===== config.mk =====
export PLATFORM = sky130hd
export DESIGN_NAME = ct_spsram_128x144_ctrl
export DESIGN_NICKNAME = d
export VERILOG_FILES = /design/src/rtl/ct_spsram_128x144_ctrl.sv
export SDC_FILE = /design/constraint.sdc
export NUM_CORES = 1
export LEC_CHECK = 0
export BUFFER_PORTS_ARGS = -buffer_cell sky130_fd_sc_hd__buf_2
export CELL_PAD_IN_SITES_DETAIL_PLACEMENT = 1
export CELL_PAD_IN_SITES_GLOBAL_PLACEMENT = 1
export CORE_AREA = 2 2 459 461
export CTS_CLUSTER_DIAMETER = 40
export DETAILED_ROUTE_END_ITERATION = 10
export DIE_AREA = 0 0 461 463
export GPL_TIMING_DRIVEN = 0
export PLACE_DENSITY = 0.3
export SLEW_MARGIN = 25
export SYNTH_ARGS = -nofsm -noshare
export SYNTH_HDL_FRONTEND = slang
export SYNTH_SLANG_ARGS = --single-unit
export TNS_END_PERCENT = 1

===== constraint.sdc =====
create_clock -name forever_cpuclk -period 2.7 [get_ports forever_cpuclk]
set_clock_uncertainty 0.05 [all_clocks]
set_input_delay 0.27 -clock forever_cpuclk [delete_from_list [all_inputs] [get_ports forever_cpuclk]]
set_output_delay 0.27 -clock forever_cpuclk [all_outputs]
set_load 0.02 [all_outputs]

===== src/rtl/ct_spsram_128x144_ctrl.sv =====
// ct_spsram_128x144_ctrl
// Access controller for the 128x144 single-port data SRAM. After reset, or
// when init_start is pulsed, it sweeps the whole array with zero writes. In
// normal operation it round-robin arbitrates two requesters onto the single
// SRAM port, registers every SRAM control signal, and returns read data
// tagged with the requester that issued the read.
module ct_spsram_128x144_ctrl #(
  parameter int ADDR_WIDTH = 7,
  parameter int DATA_WIDTH = 144,
  parameter int DEPTH      = 128
) (
  input  logic                  forever_cpuclk,
  input  logic                  cpurst_b,
  input  logic                  init_start,
  output logic                  init_busy,
  input  logic                  req0_vld,
  input  logic                  req0_wr,
  input  logic [ADDR_WIDTH-1:0] req0_addr,
  input  logic [DATA_WIDTH-1:0] req0_wdata,
  input  logic [DATA_WIDTH-1:0] req0_wmask,
  output logic                  req0_gnt,
  input  logic                  req1_vld,
  input  logic                  req1_wr,
  input  logic [ADDR_WIDTH-1:0] req1_addr,
  input  logic [DATA_WIDTH-1:0] req1_wdata,
  input  logic [DATA_WIDTH-1:0] req1_wmask,
  output logic                  req1_gnt,
  output logic                  rdata_vld,
  output logic                  rdata_id,
  output logic [DATA_WIDTH-1:0] rdata,
  output logic                  sram_cen_b,
  output logic                  sram_gwen_b,
  output logic [DATA_WIDTH-1:0] sram_wen_b,
  output logic [ADDR_WIDTH-1:0] sram_addr,
  output logic [DATA_WIDTH-1:0] sram_din,
  input  logic [DATA_WIDTH-1:0] sram_dout
);

  typedef enum logic {
    INIT = 1'b0,
    RUN  = 1'b1
  } state_t;

  state_t                  state;
  logic [ADDR_WIDTH-1:0]   init_cnt;
  logic                    rr_ptr;
  logic                    rd_pend;
  logic                    rd_pend_id;

  logic                    gnt0;
  logic                    gnt1;
  logic                    gnt_any;
  logic                    sel_wr;
  logic [ADDR_WIDTH-1:0]   sel_addr;
  logic [DATA_WIDTH-1:0]   sel_wdata;
  logic [DATA_WIDTH-1:0]   sel_wmask;

  // Round-robin grant: a lone requester always wins, a tie goes to rr_ptr;
  // nothing is granted during the sweep or in the cycle init_start is seen.
  always_comb begin
    gnt0 = 1'b0;
    gnt1 = 1'b0;
    if (state == RUN && !init_start) begin
      if (req0_vld && req1_vld) begin
        gnt0 = ~rr_ptr;
        gnt1 = rr_ptr;
      end else begin
        gnt0 = req0_vld;
        gnt1 = req1_vld;
      end
    end
  end

  // Mux the winning request's fields onto the SRAM issue path.
  always_comb begin
    gnt_any   = gnt0 | gnt1;
    sel_wr    = gnt1 ? req1_wr    : req0_wr;
    sel_addr  = gnt1 ? req1_addr  : req0_addr;
    sel_wdata = gnt1 ? req1_wdata : req0_wdata;
    sel_wmask = gnt1 ? req1_wmask : req0_wmask;
  end

  assign req0_gnt = gnt0;
  assign req1_gnt = gnt1;

  // SRAM Q is only meaningful the cycle after a read, so it is passed
  // straight through and zeroed whenever no read is being returned.
  assign rdata = rdata_vld ? sram_dout : '0;

  // Read-return pipeline: pending flag in the SRAM access cycle, valid the
  // cycle after, when Q is available. Survives init_start, cleared by reset.
  always_ff @(posedge forever_cpuclk or negedge cpurst_b) begin
    if (!cpurst_b) begin
      rd_pend    <= 1'b0;
      rd_pend_id <= 1'b0;
      rdata_vld  <= 1'b0;
      rdata_id   <= 1'b0;
    end else begin
      rd_pend    <= gnt_any & ~sel_wr;
      rd_pend_id <= gnt1;
      rdata_vld  <= rd_pend;
      if (rd_pend) begin
        rdata_id <= rd_pend_id;
      end
    end
  end

  // Control FSM: init sweep / run, round-robin pointer and registered SRAM
  // interface.
  always_ff @(posedge forever_cpuclk or negedge cpurst_b) begin
    if (!cpurst_b) begin
      state       <= INIT;
      init_cnt    <= '0;
      rr_ptr      <= 1'b0;
      init_busy   <= 1'b1;
      sram_cen_b  <= 1'b1;
      sram_gwen_b <= 1'b1;
      sram_wen_b  <= '1;
      sram_addr   <= '0;
      sram_din    <= '0;
    end else begin
      case (state)
        INIT: begin
          sram_cen_b  <= 1'b0;
          sram_gwen_b <= 1'b0;
          sram_wen_b  <= '0;
          sram_din    <= '0;
          sram_addr   <= init_cnt;
          if (init_cnt == ADDR_WIDTH'(DEPTH - 1)) begin
            init_cnt  <= '0;
            state     <= RUN;
            init_busy <= 1'b0;
          end else begin
            init_cnt  <= init_cnt + 1'b1;
          end
        end
        RUN: begin
          if (init_start) begin
            state       <= INIT;
            init_busy   <= 1'b1;
            sram_cen_b  <= 1'b1;
            sram_gwen_b <= 1'b1;
            sram_wen_b  <= '1;
          end else if (gnt_any) begin
            // Pointer always moves to the requester that did not win.
            rr_ptr      <= gnt0;
            sram_cen_b  <= 1'b0;
            sram_addr   <= sel_addr;
            if (sel_wr) begin
              sram_gwen_b <= 1'b0;
              sram_wen_b  <= ~sel_wmask;
              sram_din    <= sel_wdata;
            end else begin
              sram_gwen_b <= 1'b1;
              sram_wen_b  <= '1;
              sram_din    <= '0;
            end
          end else begin
            sram_cen_b  <= 1'b1;
            sram_gwen_b <= 1'b1;
            sram_wen_b  <= '1;
          end
        end
        default: begin
          state <= INIT;
        end
      endcase
    end
  end

endmodule


---- Yosys cells after proc, flatten, opt, wreduce, memory -nomap -nowiden ----
Index checks and enable logic that the tools add are counted.
operators by class
  $add $sub $neg .......................... 1
  equality and inequality tests ........... 5
  multiplexer cells ....................... 34
  bitwise gates (word level) .............. 7
  reduce and logical (&&, ||, !) cells .... 6
operator list
  cell                                                             number
  144-bit 2-to-1 mux                                               9
  144-bit one-hot mux with 2 select lines                          2
  144-bit inverter                                                 1
  7-bit 2-to-1 mux                                                 4
  1-bit 2-to-1 mux                                                 14
  7-bit one-hot mux with 2 select lines                            1
  1-bit one-hot mux with 2 select lines                            4
  7-bit by 1-bit adder with 7-bit output, second input constant    1
  7-bit equality test, second input constant                       1
  2-bit != test, second input constant                             3
  1-bit inverter                                                   4
  2-bit AND reduction                                              2
  3-bit AND reduction                                              1
  1-bit logical AND                                                2
  2-bit by 1-bit != test with 1-bit output, second input constant  1
  1-bit AND                                                        1
  1-bit logical NOT                                                1
  1-bit bitwise OR                                                 1
word-level totals
  flip-flop bits (word level) ............. 311
  input port bits ......................... 741
  output and inout bits ................... 446
  logic and storage cells ................. 66

---- Logic depth before layout (Yosys ltp) ----
Gate-level depths: netlist (run 1).
  word-level depth ........................ 9
  mapped depth ............................ 7
  gate-level depth less buffers ........... 4

---- Worst setup path after synthesis (run 1) ----
Ideal clock, no wire load.
  path type ............................... reg-to-output
  from .................................... reg rdata_vld
  to ...................................... out rdata[100]
  data arrival time ....................... 1.398 ns
  required time ........................... 2.380 ns
  path slack .............................. 0.982 ns
  stages on the path, launching flop included .. 5
  buffers on the path ..................... 3
  cell sequence ........................... dfrtp_1 > clkbuf_1 > clkbuf_1 > clkbuf_1 > and2_1
between the ends
  word-level cells in the longest chain between the ends .. 1
RTL lines
  element                   line  RTL
  start: declaration        28    output logic rdata_vld,
  start signal: assignment  101   rdata_vld <= rd_pend;
  144-bit 2-to-1 mux        88    assign rdata = rdata_vld ? sram_dout : '0;
  end: declaration          30    output logic [DATA_WIDTH-1:0] rdata,
Every way passes these cells.

---- Worst setup path after layout (run 1) ----
  from .................................... reg state
  to ...................................... reg sram_wen_b[88]
between the ends
  word-level cells in the longest chain between the ends .. 8
  elaborated cells between the ends (all ways) .. 12
  classes of those cells .................. mux (8); bitwise (3); reduce/logical (1)
RTL lines
  element                                    line  RTL
  start: declaration                         44    state_t state;
  start signal: assignment                   112   state <= INIT;
  start signal: assignment                   131   state <= RUN;
  start signal: assignment                   139   state <= INIT;
  1-bit logical AND                          63    if (state == RUN && !init_start) begin
  1-bit 2-to-1 mux                           63
  144-bit 2-to-1 mux                         80    sel_wmask = gnt1 ? req1_wmask : req0_wmask;
  144-bit inverter                           151   sram_wen_b <= ~sel_wmask;
  144-bit 2-to-1 mux                         149   if (sel_wr) begin
  144-bit 2-to-1 mux                         144   end else if (gnt_any) begin
  144-bit 2-to-1 mux                         138   if (init_start) begin
  144-bit one-hot mux with 2 select lines *  122   case (state)
  end signal: assignment                     151
  end: declaration                           33    output logic [DATA_WIDTH-1:0] sram_wen_b,
Mark *: on every way between the ends. The rest lies on a longest branch, timed or not.
A chain may end at the register's enable or synchronous reset.

==> flow_summary.toml, run 1 <==
[floorplan]
num_rows = 168
start_util = 0.06596
core_mm2 = 0.2085
dieHeight_um = 463
die_width_um = 461
die_area_mm2 = 0.2134
ios = 1187

[place]
portBuffers = 1186
post-dp-hpwl_um = 147500
pre_cts_ws_ps = -499.9
gp_congestion = 0.8504

[clock_network]
insertion_delay_ps = 710
cts_made_buffers = 103
cts-htree-levels = 3
cts_buffer_depth = 3
cts_sinks = 311
cts-root-buf = "clkbuf_16"
path_clk_slew_ps = 50
cts_tree = "built"

[route]
drc = 0
antenna_left = 0
totalWireLength_um = 174200
viasPerCell = 3.239
wl_per_cell_um = 29.34
drtIter0Drc = 877
drt_first_pass_iters = 5
num_vias = 19230

[finish]
final_cell_mix = "1203 x buf_2, 596 x dlygate4sd3_1, 163 x dfrtp_1"
drive_gt1_frac = 0.5288
fillers = 24470
nets = 3744
multi_input_area_mm2 = 0.005279
layout_commonest_cell = "buf_2"
seq_area_mm2 = 0.007970
syn2layout_area_growth_pct = 144.5

[sta]
period_needed_ps = 2739
setup_viol = 1
final_max_slew_viol_count = 0
period_share = 1.015
worstMarginPinSlew_ps = 961.8
rsz0062_at_grt = "true"
hold_viol = 0
worst_slew_margin_rel = 0.3588
fin_ws_ps = -39.18
setup_tns_ps = -39.18
max_freq_mhz = 365.1

[critical_path]
start_kind = "flop"
worstReg2RegEnd = "sram_wen_b[88]$_DFF_PN1_"
arrival_ps = 3220
regToRegStartpoint = "state$_DFF_PN0_"
ff2ff_setup_slack_ps = -40
reg2reg_depth = 6
cp_max_fo = 10
worstSetupEndpointType = "flop"
crit_required_ps = 3180
crit_type = "flop to flop"

[power]
power_density_mw_per_mm2 = 594.2
peakVddDrop_v = 0.0004513
p_leak_nw = 16.84

[job]
drv_cap = 0

[global_routing]
grt_pass1_wl_um = 219900
grt_remaining_overflow = 0
grt_pass1_vias = 21580
grt_max_degree = 79
grtUsageTotal = 0.1574
antenna_found_initial = 96

[synthesis]
syn_area_per_cell_um2 = 12.48
synth_cell_type_count = 38
synth_cells = 1102
ys_ff_latch = 311
syn_nets = 1844
netlist_area_mm2 = 0.01375
ys_warn_count = 0
synth.yosys.seq_area_share = 0.5792

[hold_path]
hold_depth = 4
hold_end = "sram_cen_b$_DFF_PN1_"
min_path_type = "input port to flop"
hold_path.startpoint = "req0_vld"

[run_status]
violations = "setup timing"
status = "finished, violations left"
## cell families (layout without fill, tap and decap cells)
kind of cell             after synthesis  after routing  synth area share
buffers and inverters                136           2126           0.05659
adder cells (fa/ha/maj)                1              1         0.0009096
flip-flops                           311            311            0.5792
AO/OA/AOI/OAI                        315            315            0.2092
multiplexers                           3              3          0.002365
XOR/XNOR                               5              5          0.003185
other                                  0             40                 0
AND/OR/NAND/NOR                      331            331            0.1485
## layer usage
layer  wire length, um  vias to the layer above  part of all wire  GRT usage
met2             91450                     1083              0.53     0.2955
met4              6553                       18             0.038    0.05494
met1             60670                     9618              0.35     0.1566
met5               117                        -           0.00067          0
met3             15390                      291             0.088    0.05825
li1                  -                     8219                 -          -
## final cells by class
class / instances / share of cell area
clock buffer: 152 / 0.09077
sequential: 311 / 0.2371
clock inverter: 43 / 0.02155
inverter: 4 / 0.0004466
antenna: 40 / 0.002977
buffer: 131 / 0.02333
tap: 2805 / 0.1044
timing repair buffer: 1796 / 0.3625
multi-input combinational: 655 / 0.1570
## flip-flops by register name, indices dropped and copies added, names as in the netlist
name         flops
sram_wen_b     144
sram_cen_b       1
rr_ptr           1
sram_addr        7
init_cnt         7
sram_gwen_b      1
state            1
rdata_vld        1
rd_pend          1
init_busy        1
rdata_id         1
rd_pend_id       1
sram_din       144
## worst max path at each step
stage	endpoint	slack, ps	cells past startpoint	start
3_5_place_dp	sram_wen_b[120]$_DFF_PN1_	-500	7	state$_DFF_PN0_
5_1_grt	sram_wen_b[118]$_DFF_PN1_	-100	7	state$_DFF_PN0_
3_3_place_gp	sram_din[139]$_DFFE_PN0P_	-6620	1	cpurst_b
2_1_floorplan	rdata[100]	980	4	rdata_vld$_DFF_PN0_
4_1_cts	sram_wen_b[118]$_DFF_PN1_	-130	7	state$_DFF_PN0_
6_report	sram_wen_b[88]$_DFF_PN1_	-40	6	state$_DFF_PN0_
## where the power goes
group	leakage [nW]	total [mW]	internal [mW]	switching [mW]
logic	11.2	1.99	1.07	0.924
clock network	1.84	13.1	9.11	4.01
registers	3.78	4.86	4.78	0.0824
total	16.8	20.0	15.0	5.02
## cell usage after synthesis
cell	n	share of area
ha_1	1	0.00091
o21ai_0	7	0.0025
nor3_1	4	0.0015
or3_1	1	0.00046
o22a_1	1	0.00064
a221oi_1	144	0.092
a2111oi_0	1	0.00064
a31oi_1	7	0.0032
xnor2_1	2	0.0013
and3_1	144	0.066
and2_1	145	0.066
inv_1	4	0.0011
dfstp_2	147	0.28
xor2_1	3	0.0019
buf_6	28	0.023
a22o_1	1	0.00064
a221o_1	144	0.10
and3b_1	1	0.00064
nand3_1	8	0.0029
nor3_4	1	0.0012
clkbuf_2	1	0.00036
mux2_2	2	0.0016
nor2b_1	1	0.00046
nor2_1	9	0.0025
mux2i_1	1	0.00073
nand2b_1	9	0.0041
nand2_1	5	0.0014
o21bai_2	1	0.00082
nand4b_1	1	0.00064
nand3b_1	1	0.00055
dfrtp_1	164	0.30
and3_4	1	0.00082
o22ai_1	7	0.0032
clkbuf_1	78	0.021
buf_4	10	0.0055
a21oi_1	1	0.00036
o21ba_2	1	0.00073
buf_2	15	0.0055
## critical path, stage by stage (launching register included)
cell      delay, ps
dfrtp_1         370
clkbuf_2        150
buf_12          170
inv_1           180
clkbuf_2        390
clkbuf_1        400
a221oi_1        840
## through the flow
step / power (mW) / instance area (um^2) / hold slack, ps / util / cells
finish: 19.98 / 33620 / 140.0 / 0.1612 / 5937
floorplan: 5.187 / 13750 / -75.59 / - / 1102
global placement: 6.189 / 23200 / 338.9 / 0.1113 / 5093
global route: 20.78 / 33580 / 121.3 / 0.1610 / 5921
CTS: 20.45 / 33520 / 56.28 / 0.1607 / 5897
detailed placement: 6.227 / 23460 / 200.2 / 0.1125 / 5104
## repair_timing
| item | CTS | global route |
|---|---|---|
| pin swaps | 0 | 1 |
| buffers inserted | 2 | 0 |
| gates resized for setup | 51 | 7 |
| endpoints found under the hold margin | 456 | 0 |
| endpoints found under the setup margin | 264 | 36 |
| hold buffers | 597 | 0 |
No activity file was read; power rests on OpenSTA's default activity.
==> run 2: changes to the inputs <==
==> constraint.sdc (replaced) <==
create_clock -name forever_cpuclk -period 2.7 [get_ports forever_cpuclk]
set_clock_uncertainty 0.05 [all_clocks]
set_input_delay 0.135 -clock forever_cpuclk [delete_from_list [all_inputs] [get_ports forever_cpuclk]]
set_output_delay 0.135 -clock forever_cpuclk [all_outputs]
set_load 0.02 [all_outputs]
==> run 2 against run 1 <==
Compared with the run above: the flow now finishes without violations; sequential share of layout area is 0.16 points lower; worst setup slack better by 110 ps; non-clock buffer count is 24 higher; core utilization is 0.11 points higher; die area stayed put; flip-flop and latch count stayed put; global-route usage is 0.052 points higher; clock-buffer cell count stayed put; critical endpoint is now sram_din[66]$_DFFE_PN0P_; largest cell class unchanged; largest power group unchanged.
==> flow_summary.toml, run 2 (synthesis gave the netlist of run 1 again) <==
[clock_network]
cts_made_buffers = 103
cts-htree-levels = 3
cts_buffer_depth = 3
cts_sinks = 311
cts-root-buf = "clkbuf_16"
path_clk_slew_ps = 50
cts_setup_buffers = 0
insertion_delay_ps = 710
cts_tree = "built"

[floorplan]
die_area_mm2 = 0.2134
start_util = 0.06596
ios = 1187
num_rows = 168
core_mm2 = 0.2085
die_width_um = 461
dieHeight_um = 463

[critical_path]
crit_required_ps = 3300
start_kind = "flop"
cp_max_fo = 11
arrival_ps = 3230
worstSetupEndpointType = "flop"
reg2reg_depth = 6
crit_type = "flop to flop"

[run_status]
status = "finished, final reports clean"

[finish]
layout_commonest_cell = "buf_2"
drive_gt1_frac = 0.5234
final_cell_mix = "1203 x buf_2, 622 x dlygate4sd3_1, 163 x dfrtp_1"
nets = 3768
syn2layout_area_growth_pct = 146.1
stdcell_count = 5963
reg_top3 = "sram_din: 144 flops, sram_wen_b: 144 flops"
fillers = 24480

[place]
pre_cts_ws_ps = -499.9
place_inst = 5104
post-dp-hpwl_um = 147500
portBuffers = 1186
gp_congestion = 0.8504

[sta]
max_freq_mhz = 380.8
rsz0062_at_grt = "true"
worstMarginPinSlew_ps = 974.2
setup_viol = 0
fin_ws_ps = 73.71
worst_slew_margin_rel = 0.3506
final_max_slew_viol_count = 0
hold_viol = 0
period_needed_ps = 2626
period_share = 0.9727

[power]
p_sw_frac = 0.2510
p_leak_nw = 16.93
power_density_mw_per_mm2 = 591.0
comb_power_share = 0.101
switching_power_mw = 5.020
clock_power_share = 0.656
peakVddDrop_v = 0.0004511
internal_power_mw = 14.98
seq_power_share = 0.243

[route]
wl_per_cell_um = 29.31
totalWireLength_um = 174800
drc = 0
antenna_left = 0
viasPerCell = 3.249
drt_first_pass_iters = 5
drtIter0Drc = 959
num_vias = 19370

[global_routing]
grt_max_degree = 79
grt_pass1_vias = 21720
grt_remaining_overflow = 0
antenna_found_initial = 96
grt_pass1_wl_um = 220700
grtUsageTotal = 0.1579

[hold_path]
min_path_type = "input port to flop"
hold_depth = 3

[job]
drv_cap = 0
[run 2: cell count changes in the layout (fill, tap and decap cells not counted)]
cell	before	now
and2_1	144	145
and2_2	1	0
buf_12	3	1
clkbuf_1	85	86
clkbuf_2	10	9
diode_2	40	42
dlygate4sd3_1	596	622
[run 2: area by class of cell]
type                            count  area, um^2  share of cell area
Clock inverter                     43       724.4             0.02141
Clock buffer                      152        3052             0.09017
Timing Repair Buffer             1820       12410              0.3666
Buffer                            131       783.3             0.02314
Inverter                            4       15.01           0.0004436
Multi-Input combinational cell    655        5278              0.1559
Antenna cell                       42       105.1            0.003105
Tap cell                         2805        3510              0.1037
Sequential cell                   311        7970              0.2355
[run 2: critical path: stages, from the launching register on]
cell and delay (ps):
dfrtp_1 370, and3b_1 220, and3_4 190, buf_6 240, buf_1 660, a221o_1 270
dlygate4sd3_1 540
[run 2: power groups by stage]
stage	Sequential (mW)	Combinational, mW	Clock, mW
2_1_floorplan	4.96	0.232	0
3_3_place_gp	4.92	1.27	0
3_5_place_dp	4.92	1.30	0
4_1_cts	4.86	2.06	13.6
5_1_grt	4.88	2.16	13.8
6_report	4.86	2.02	13.1
[run 2: worst paths after layout]
kind	endpoint	slack (ps)	startpoint
hold reg to reg	rdata_vld$_DFF_PN0_	350	rd_pend$_DFF_PN0_
setup / recovery	sram_din[66]$_DFFE_PN0P_	70	state$_DFF_PN0_
setup reg to reg	sram_din[66]$_DFFE_PN0P_	70	state$_DFF_PN0_
min in group asynchronous	sram_wen_b[55]$_DFF_PN1_	120	cpurst_b
hold / removal	sram_wen_b[10]$_DFF_PN1_	90	req1_wmask[10]
max in group asynchronous	sram_wen_b[137]$_DFF_PN1_	1580	cpurst_b
[run 2: what timing repair did]
action / in CTS / in global routing
setup endpoints to repair: 264 / 18
gates resized for setup: 51 / 4
gates cloned: 0 / 0
hold endpoints to repair: 461 / 0
hold buffers: 623 / 0
pin swaps: 0 / 1
[run 2: routing by layer]
layer / part of all wire / GRT usage
met5: 0.00078 / 0
met4: 0.036 / 0.05579
met3: 0.091 / 0.05937
met2: 0.53 / 0.2956
met1: 0.35 / 0.1570
[run 2: per-stage QoR]
stage | util | hold slack [ps] | TNS (ps) | power (mW) | area [um^2]
global route | 0.1621 | 34.25 | -485.0 | 20.81 | 33800
global placement | 0.1113 | 243.4 | -1829680 | 6.189 | 23200
CTS | 0.1618 | 1.100 | -455.5 | 20.48 | 33740
finish | 0.1623 | 94.98 | 0 | 20.00 | 33840
floorplan | - | -210.6 | 0 | 5.187 | 13750
detailed placement | 0.1125 | 65.24 | -24120 | 6.227 | 23460
==> run 3: changes to the inputs <==
--- a/config.mk
+++ b/config.mk
@@ -14,7 +14,7 @@
 export DIE_AREA = 0 0 461 463
 export GPL_TIMING_DRIVEN = 0
 export PLACE_DENSITY = 0.3
-export SLEW_MARGIN = 25
+export SLEW_MARGIN = 20
 export SYNTH_ARGS = -nofsm -noshare
 export SYNTH_HDL_FRONTEND = slang
 export SYNTH_SLANG_ARGS = --single-unit
==> constraint.sdc (replaced) <==
create_clock -name forever_cpuclk -period 3.14 [get_ports forever_cpuclk]
set_clock_uncertainty 0.05 [all_clocks]
set_input_delay 0.157 -clock forever_cpuclk [delete_from_list [all_inputs] [get_ports forever_cpuclk]]
set_output_delay 0.157 -clock forever_cpuclk [all_outputs]
set_load 0.02 [all_outputs]
==> run 3 against run 2 <==
Compared with the run above: sequential power decreased by 14%; worst hold slack got worse by 23 ps; cell count decreased by 0.15%; via count increased by 0.39%; wire length decreased by 0.35%; flip-flop and latch count unchanged; design area decreased by 1.8%; critical endpoint is now sram_wen_b[66]$_DFF_PN1_; largest power group unchanged; highest routed layer unchanged.
==> flow_summary.toml, run 3 (synthesis gave the netlist of run 1 again) <==
[run_status]
status = "finished, final reports clean"

[route]
antenna_left = 0
num_vias = 19450
totalWireLength_um = 174100
drt_first_pass_iters = 5
drc = 0
wl_per_cell_um = 29.25
drtIter0Drc = 914
viasPerCell = 3.266

[critical_path]
crit_cells = 6
crit_slowest_cell = "clkbuf_1"
ff2ff_setup_slack_ps = 140
worstSetupStartpoint = "state$_DFF_PN0_"
slowest_delay_ps = 800
worstReg2RegEnd = "sram_wen_b[66]$_DFF_PN1_"
arrival_ps = 3490
cp_max_fo = 11
regToRegStartpoint = "state$_DFF_PN0_"
critPathTopFamily = "buffers and inverters"
crit_required_ps = 3620
path_buf_inv = 5
crit_chain = "clkbuf_2 > buf_12 > inv_1 > clkbuf_1 > clkbuf_1 > a221oi_1"
start_kind = "flop"
cp-endpoint = "sram_wen_b[66]$_DFF_PN1_"
crit_type = "flop to flop"
worstSetupEndpointType = "flop"
reg2reg_depth = 6
cpMostUsedCell = "clkbuf_1"

[power]
comb_power_share = 0.100
total_power_mw = 16.46
p_leak_nw = 16.82
p_sw_frac = 0.2545
switching_power_mw = 4.190
internal_power_mw = 12.27
clock_power_share = 0.647
peakVddDrop_v = 0.0003899
power_density_mw_per_mm2 = 495.5
seq_power_share = 0.254

[floorplan]
num_rows = 168
start_util = 0.06596
ios = 1187
die_width_um = 461
die_area_mm2 = 0.2134
dieHeight_um = 463
core_mm2 = 0.2085

[clock_network]
cts_buffer_depth = 3
cts_tree = "built"
insertion_delay_ps = 710
cts_made_buffers = 97
cts-htree-levels = 3
path_clk_slew_ps = 50
cts_sinks = 311
cts-root-buf = "clkbuf_16"

[finish]
layout_commonest_cell = "buf_2"
final_util = 0.1593
final_cell_mix = "1202 x buf_2, 608 x dlygate4sd3_1, 163 x dfrtp_1"
stdcell_count = 5954
drive_gt1_frac = 0.5110
stdcell_area_mm2 = 0.03323
syn2layout_area_growth_pct = 141.6
reg_top3 = "sram_din: 144 flops, sram_wen_b: 144 flops"
nets = 3747

[sta]
max_freq_mhz = 332.9
final_max_slew_viol_count = 0
rsz0062_at_grt = "true"
worstMarginPinSlew_ps = 1018
period_share = 0.9567
hold_viol = 0
fin_ws_ps = 136.1
period_needed_ps = 3004
worst_slew_margin_rel = 0.3216
setup_viol = 0
setup_tns_ps = 0
whs_ps = 71.60

[global_routing]
grt_pass1_vias = 21660
grtUsageTotal = 0.1581
antenna_found_initial = 99
grt_remaining_overflow = 0
grt_max_degree = 79
grt_pass1_wl_um = 220800

[job]
drv_cap = 0

[place]
place_inst = 5104
portBuffers = 1186
pre_cts_ws_ps = -106.9
post-dp-hpwl_um = 147500
placed_area_mm2 = 0.02345
gp_congestion = 0.8504

[hold_path]
min_path_type = "input port to flop"
-- run 3: final cells by class --
cell class,instances,area (um^2)
Buffer,131,764.5
Clock buffer,131,2756
Fill cell,24500,175300
Sequential cell,311,7968
Clock inverter,49,767.0
Antenna cell,63,157.7
Tap cell,2805,3510
Inverter,4,15.01
Multi-Input combinational cell,655,5035
Timing Repair Buffer,1805,12250
-- run 3: power by group through the flow --
| stage | registers, mW | logic (mW) | clock network, mW |
|---|---|---|---|
| floorplan | 4.26 | 0.199 | 0 |
| global placement | 4.23 | 1.09 | 0 |
| detailed placement | 4.23 | 1.12 | 0 |
| CTS | 4.18 | 1.67 | 11.0 |
| global route | 4.19 | 1.76 | 11.2 |
| finish | 4.18 | 1.64 | 10.6 |
-- run 3: per-layer routing --
layer | vias to the layer above | share of wire | GRT usage
li1 | 8250 | - | -
met1 | 9764 | 0.35 | 0.1563
met2 | 1107 | 0.52 | 0.2950
met3 | 304 | 0.089 | 0.05840
met4 | 22 | 0.041 | 0.06254
met5 | - | 0.00075 | 0
-- run 3: what timing repair did --
action                                  4_1_cts  5_1_grt
endpoints found under the setup margin       68       12
hold buffers                                608        0
pin swaps                                     0        0
endpoints found under the hold margin       464        0
buffers inserted                              0        0
gates resized for setup                       4        2
-- run 3: worst min-delay path by stage --
stage / end / from / depth (start not counted) / slack [ps]
floorplan: init_cnt[0]$_DFFE_PN0N_ / cpurst_b / 0 / -190
global placement: sram_wen_b[101]$_DFF_PN1_ / req0_wmask[101] / 2 / 270
detailed placement: sram_din[35]$_DFFE_PN0P_ / cpurst_b / 1 / 50
CTS: sram_wen_b[10]$_DFF_PN1_ / req1_wmask[10] / 3 / 1
global route: sram_wen_b[9]$_DFF_PN1_ / req0_wmask[9] / 3 / 50
finish: sram_wen_b[10]$_DFF_PN1_ / req0_wmask[10] / 3 / 70
-- run 3: worst min-delay path, stage by stage --
cell	delay, ps
dlygate4sd3_1	520
buf_2	100
a221oi_1	60
